## src/rtl/mul_pkg.sv

```systemverilog
// Shared definitions for the iterative multiply sequencer: op encoding,
// FSM states and datapath sizing.
package mul_pkg;
  localparam int MUL_W   = 0;
  localparam int MULH_W  = 1;
  localparam int MULH_WU = 2;

  localparam int CHUNK_W = 8;
  localparam int N_ITER  = 4;
  localparam int PROD_W  = 66;

  typedef enum logic [1:0] {
    IDLE = 2'd0,
    CALC = 2'd1,
    DONE = 2'd2
  } state_t;
endpackage

```

## src/rtl/mul_chunk.sv

```systemverilog
// Signed 33-bit by unsigned 8-bit partial product, one src2 slice per call.
module mul_chunk
  import mul_pkg::*;
(
  input  logic [32:0]        a,
  input  logic [CHUNK_W-1:0] b,
  output logic [40:0]        p
);
  logic [40:0] a_ext_s;
  logic [40:0] b_ext_s;

  // Product truncated to 41 bits is exact once a is sign- and b zero-extended.
  always_comb begin
    a_ext_s = {{8{a[32]}}, a};
    b_ext_s = {33'd0, b};
    p       = a_ext_s * b_ext_s;
  end
endmodule

```

## src/rtl/mul_iter_ctrl.sv

```systemverilog
// Iterative multiply sequencer: accepts one op, accumulates four 8-bit slices
// of src2 into a 66-bit product, then holds the selected half for MEM.
module mul_iter_ctrl
  import mul_pkg::*;
#(
  parameter int TAG_W = 5
) (
  input  logic             clk,
  input  logic             reset,
  input  logic             flush,
  input  logic             req_valid,
  output logic             req_ready,
  input  logic [2:0]       req_op,
  input  logic [31:0]      req_src1,
  input  logic [31:0]      req_src2,
  input  logic [TAG_W-1:0] req_tag,
  output logic             resp_valid,
  input  logic             resp_ready,
  output logic [31:0]      resp_result,
  output logic [TAG_W-1:0] resp_tag,
  output logic             busy
);
  state_t            state_r, state_s;
  logic [1:0]        cnt_r;
  logic [PROD_W-1:0] acc_r, acc_s;
  logic [32:0]       s1_r, s2_r;
  logic [2:0]        op_r;
  logic              accept_s;
  logic [7:0]        chunk_s;
  logic [40:0]       pp_s;
  logic [PROD_W-1:0] pp_ext_s, corr_s;
  logic [31:0]       sel_s;

  mul_chunk u_chunk (
    .a (s1_r),
    .b (chunk_s),
    .p (pp_s)
  );

  // State register.
  always_ff @(posedge clk) begin
    if (reset) begin
      state_r <= IDLE;
    end else begin
      state_r <= state_s;
    end
  end

  // Next-state logic; flush overrides every other transition.
  always_comb begin
    state_s = state_r;
    if (flush) begin
      state_s = IDLE;
    end else begin
      case (state_r)
        IDLE:    state_s = req_valid ? CALC : IDLE;
        CALC:    state_s = (cnt_r == 2'd3) ? DONE : CALC;
        DONE:    state_s = resp_ready ? IDLE : DONE;
        default: state_s = IDLE;
      endcase
    end
  end

  // Handshake and status outputs.
  always_comb begin
    req_ready  = (state_r == IDLE) && !flush;
    busy       = (state_r != IDLE);
    resp_valid = (state_r == DONE);
  end

  // Slice select, shift-accumulate, sign-bit correction and half select.
  always_comb begin
    accept_s = (state_r == IDLE) && req_valid && !flush;
    case (cnt_r)
      2'd0:    chunk_s = s2_r[7:0];
      2'd1:    chunk_s = s2_r[15:8];
      2'd2:    chunk_s = s2_r[23:16];
      2'd3:    chunk_s = s2_r[31:24];
      default: chunk_s = 8'd0;
    endcase
    pp_ext_s = {{25{pp_s[40]}}, pp_s} << {cnt_r, 3'b000};
    // The top bit of s2 carries weight -2^32, applied once on the last slice.
    if ((cnt_r == 2'd3) && s2_r[32]) begin
      corr_s = {s1_r[32], s1_r, 32'd0};
    end else begin
      corr_s = {PROD_W{1'b0}};
    end
    acc_s = acc_r + pp_ext_s - corr_s;
    sel_s = (op_r[MUL_W] ? acc_s[31:0] : 32'd0)
          | ((op_r[MULH_W] | op_r[MULH_WU]) ? acc_s[63:32] : 32'd0);
  end

  // Operand capture, accumulator/counter update and result register.
  always_ff @(posedge clk) begin
    if (reset) begin
      cnt_r       <= 2'd0;
      acc_r       <= {PROD_W{1'b0}};
      s1_r        <= 33'd0;
      s2_r        <= 33'd0;
      op_r        <= 3'd0;
      resp_result <= 32'd0;
      resp_tag    <= {TAG_W{1'b0}};
    end else if (accept_s) begin
      cnt_r    <= 2'd0;
      acc_r    <= {PROD_W{1'b0}};
      s1_r     <= {req_op[MULH_W] & req_src1[31], req_src1};
      s2_r     <= {req_op[MULH_W] & req_src2[31], req_src2};
      op_r     <= req_op;
      resp_tag <= req_tag;
    end else if ((state_r == CALC) && !flush) begin
      acc_r <= acc_s;
      cnt_r <= cnt_r + 2'd1;
      if (cnt_r == 2'd3) begin
        resp_result <= sel_s;
      end
    end
  end
endmodule

```

## config.mk

```make
export PLATFORM = sky130hd
export DESIGN_NAME = mul_iter_ctrl
export DESIGN_NICKNAME = d
export VERILOG_FILES = /design/src/rtl/mul_pkg.sv /design/src/rtl/mul_chunk.sv /design/src/rtl/mul_iter_ctrl.sv
export SDC_FILE = /design/constraint.sdc
export NUM_CORES = 1
export LEC_CHECK = 0
export CAP_MARGIN = 20
export CORE_ASPECT_RATIO = 2
export CORE_MARGIN = 1.5
export CORE_UTILIZATION = 40
export CTS_CLUSTER_DIAMETER = 40
export CTS_CLUSTER_SIZE = 28
export DETAILED_ROUTE_END_ITERATION = 6
export DONT_BUFFER_PORTS = 1
export PLACE_DENSITY = 0.56
export SYNTH_ARGS = -nofsm -noshare
export SYNTH_HDL_FRONTEND = slang
export SYNTH_SLANG_ARGS = --single-unit
export TNS_END_PERCENT = 20
```

## constraint.sdc

```tcl
create_clock -name clk -period 13.8 [get_ports clk]
set_input_delay 3.45 -clock clk [delete_from_list [all_inputs] [get_ports clk]]
set_output_delay 3.45 -clock clk [all_outputs]
set_load 0.01 [all_outputs]
```

==> impl_metrics.py <==
metrics = {
    "synth": {
        "synthAdderAreaFrac_pct": 30.9,
        "synth_area_um2": 22400,
        "synth_cells": 2920,
        "synth_edf_count": 0,
        "avgSynthCellArea_um2": 7.66,
        "ys_seq_area_share_pct": 15.6,
        "synth_seq_cells": 174,
        "synth_area_leaders": "fa_1 (21%), dfxtp_1 (16%), ha_1 (10%), inv_1 (7.9%), nand2_1 (7.8%)",
        "yosys-top-cells-count": "inv_1 (473), nand2_1 (467), a21oi_1 (251), fa_1 (233), ha_1 (179)",
        "synth.distinct_cells": 87,
        "yosys_warnings": 0,
        "yosys.area.top_type": "fa_1",
        "synth_compound_area_share_pct": 16.9,
        "synth_top_family_by_area": "adder cells",
        "syn-num-nets": 3409,
        "yosys_most_used_dff": "dfxtp_1",
        "synthMostInstantiatedCell": "inv_1",
        "synth_top_area_share_pct": 20.9,
        "post_synth_and_or_nand_nor_area_fraction_pct": 19.9,
        "ys_async_sr_fraction_pct": 0,
        "synthMuxAreaShare_pct": 1.60,
        "synth-xor-area-share_pct": 4.00,
    },
    "routing": {
        "vias": 19300,
        "wl_per_cell_um": 21.6,
        "first_pass_iters": 7,
        "route.detailed.drc": 0,
        "vias_per_cell": 5.45,
        "ant_nets": 0,
        "drt-total-wl_um": 76400,
        "drtIter0Drc": 1023,
    },
    "die": {
        "core_area_um2": 55300,
        "design.die.area_um2": 57400,
        "die_w_um": 170,
        "initial_utilization_pct": 40.5,
        "io_pins": 117,
        "dieHeight_um": 337,
        "rows": 122,
    },
    "pwr": {
        "pwr_density_cell_nw_per_um2": 107,
        "peakVddDrop_uv": 94.4,
        "p_leak_nw": 11.3,
    },
    "placed_design": {
        "dp_cells": 3500,
        "place_ws_ns": 2.30,
        "port_buffers": 0,
        "dp_hpwl_um": 62400,
        "globalplace.congestion": 0.952,
        "placed_cell_area_um2": 22800,
    },
    "global_routing": {
        "grt_max_degree": 110,
        "grt_pass1_wl_um": 117000,
        "overflow": 0,
        "antenna_found_initial": 5,
        "track_usage_pct": 27.3,
        "grt_pass1_vias": 20000,
    },
    "critical_path": {
        "cpMostUsedCell": "fa_1",
        "cp.required_ns": 14.18,
        "endpoint_kind": "flop",
        "crit_type": "reg2reg",
        "slowest_delay_ns": 0.83,
        "slowest_stage": "mux2i_4",
        "worstPathArrival_ns": 12.00,
        "crit_path_max_fanout": 39,
        "crit_path_start_kind": "flop",
    },
    "timing": {
        "tightest_slew_ns": 0.930,
        "period_share_pct": 84.2,
        "setup_tns_ns": 0,
        "rsz0062_at_grt": "false",
        "slew_violations": 0,
        "fin_skew_ns": 0.0183,
        "fmax_mhz": 86.0,
        "hold_ws_ns": 0.454,
        "setup_slack_ns": 2.18,
        "finalSetupViolations": 0,
        "slew_headroom_pct": 37.9,
        "hold_viol": 0,
        "period_minus_slack_ns": 11.62,
    },
    "clocking": {
        "cts_root_buf": "clkbuf_16",
        "cts_buffer_depth": 2,
        "cts.htree.levels": 4,
        "ctsHoldBuffers": 0,
        "cts_buffers": 17,
        "worst_skew_pair.late_latency_ns": 0.48,
        "cts_tree": "built",
        "cts_resized": 0,
        "clk_transition_reported_paths_ns": 0.08,
        "clock_sinks": 174,
        "post_cts_buffers": 0,
    },
    "worst_hold_path": {
        "hold_path.class": "reg2reg",
    },
    "cells_and_area": {
        "nets": 3264,
        "final_cell_area_um2": 23500,
        "final.fill_count": 5758,
        "synthToLayoutAreaGrowth_pct": 4.89,
        "drive_gt1_share_pct": 3.70,
        "final_cells": 3532,
    },
    "flow_run": {
        "max-cap-violations": 0,
    },
    "run_status": {
        "outcome": "completed",
    },
}
layer usage:
metal  track usage [%]  routed length [µm]
met5                 0                   0
met4              16.0                4760
met3              2.99                2480
met2              53.0               41800
met1              27.7               27400
worst paths after layout:
kind / startpoint / slack (ns) / to / depth (start not counted)
min reg2reg: s2_r[29] / 0.45 / s2_r[29] / 2
max: cnt_r[0] / 2.18 / acc_r[58] / 36
max reg2reg: cnt_r[0] / 2.18 / acc_r[58] / 36
min: s2_r[29] / 0.45 / s2_r[29] / 2
cells in the final DEF (no fill, tap or decap), types with 42 or more instances in the layout:
master | netlist | final
nor2_1 | 116 | 114
and3_1 | 42 | 42
xnor2_1 | 61 | 61
a21o_1 | 68 | 68
fa_1 | 233 | 233
dfxtp_1 | 174 | 173
and2_1 | 165 | 165
a21oi_1 | 251 | 251
ha_1 | 179 | 179
nor3_1 | 42 | 42
inv_1 | 473 | 473
o21ai_0 | 47 | 47
nand2_1 | 467 | 467
flip-flops by register name, indices dropped and copies added, names as in the netlist:
signal and flops:
cnt_r 2, state_r 2, resp_result 32, acc_r 64
op_r 3, s1_r 33, s2_r 33, resp_tag 5
logic make-up (layout without fill, tap and decap cells):
| group | after synthesis | after routing |
|---|---|---|
| other | 0 | 1 |
| AND/OR/NAND/NOR | 950 | 950 |
| buffers and inverters | 663 | 530 |
| adder cells (fa/ha/maj) | 412 | 412 |
| multiplexers | 35 | 35 |
| XOR/XNOR | 100 | 100 |
| flip-flops | 174 | 174 |
| AO/OA/AOI/OAI | 586 | 586 |
metrics by stage:
stage                     utilization [%]  total power, mW
after global routing                 42.5             2.63
after detailed placement             41.3             1.95
after CTS                            42.5             2.50
after floorplan                         -             1.47
after global placement               41.3             1.95
final                                42.5             2.51
critical path, delay by kind of cell (launching register included):
kind / cells / cell delay (ns)
multiplexers: 1 / 0.83
AO/OA/AOI/OAI: 11 / 3.21
adder cells (fa/ha/maj): 8 / 4.03
flip-flops: 1 / 0.30
buffers and inverters: 8 / 1.17
AND/OR/NAND/NOR: 8 / 1.95
layout make-up:
type / instances / area, µm² / share of cell area (%)
antenna: 1 / 2.50 / 0.0107
clock buffer: 17 / 425 / 1.81
clock inverter: 14 / 193 / 0.821
inverter: 476 / 1790 / 7.62
multi-input combinational: 2083 / 16500 / 70.2
sequential: 174 / 3480 / 14.9
tap: 744 / 931 / 3.97
timing repair buffer: 23 / 173 / 0.736
report_power, final:
part           switching [mW]  internal [mW]  total (mW)  leakage [nW]
Combinational           0.963          0.453        1.42          9.60
Clock                   0.266          0.277       0.544         0.303
Sequential             0.0275          0.523       0.551          1.41
Total                    1.26           1.25        2.51          11.3
No activity file was read; power rests on OpenSTA's default activity.
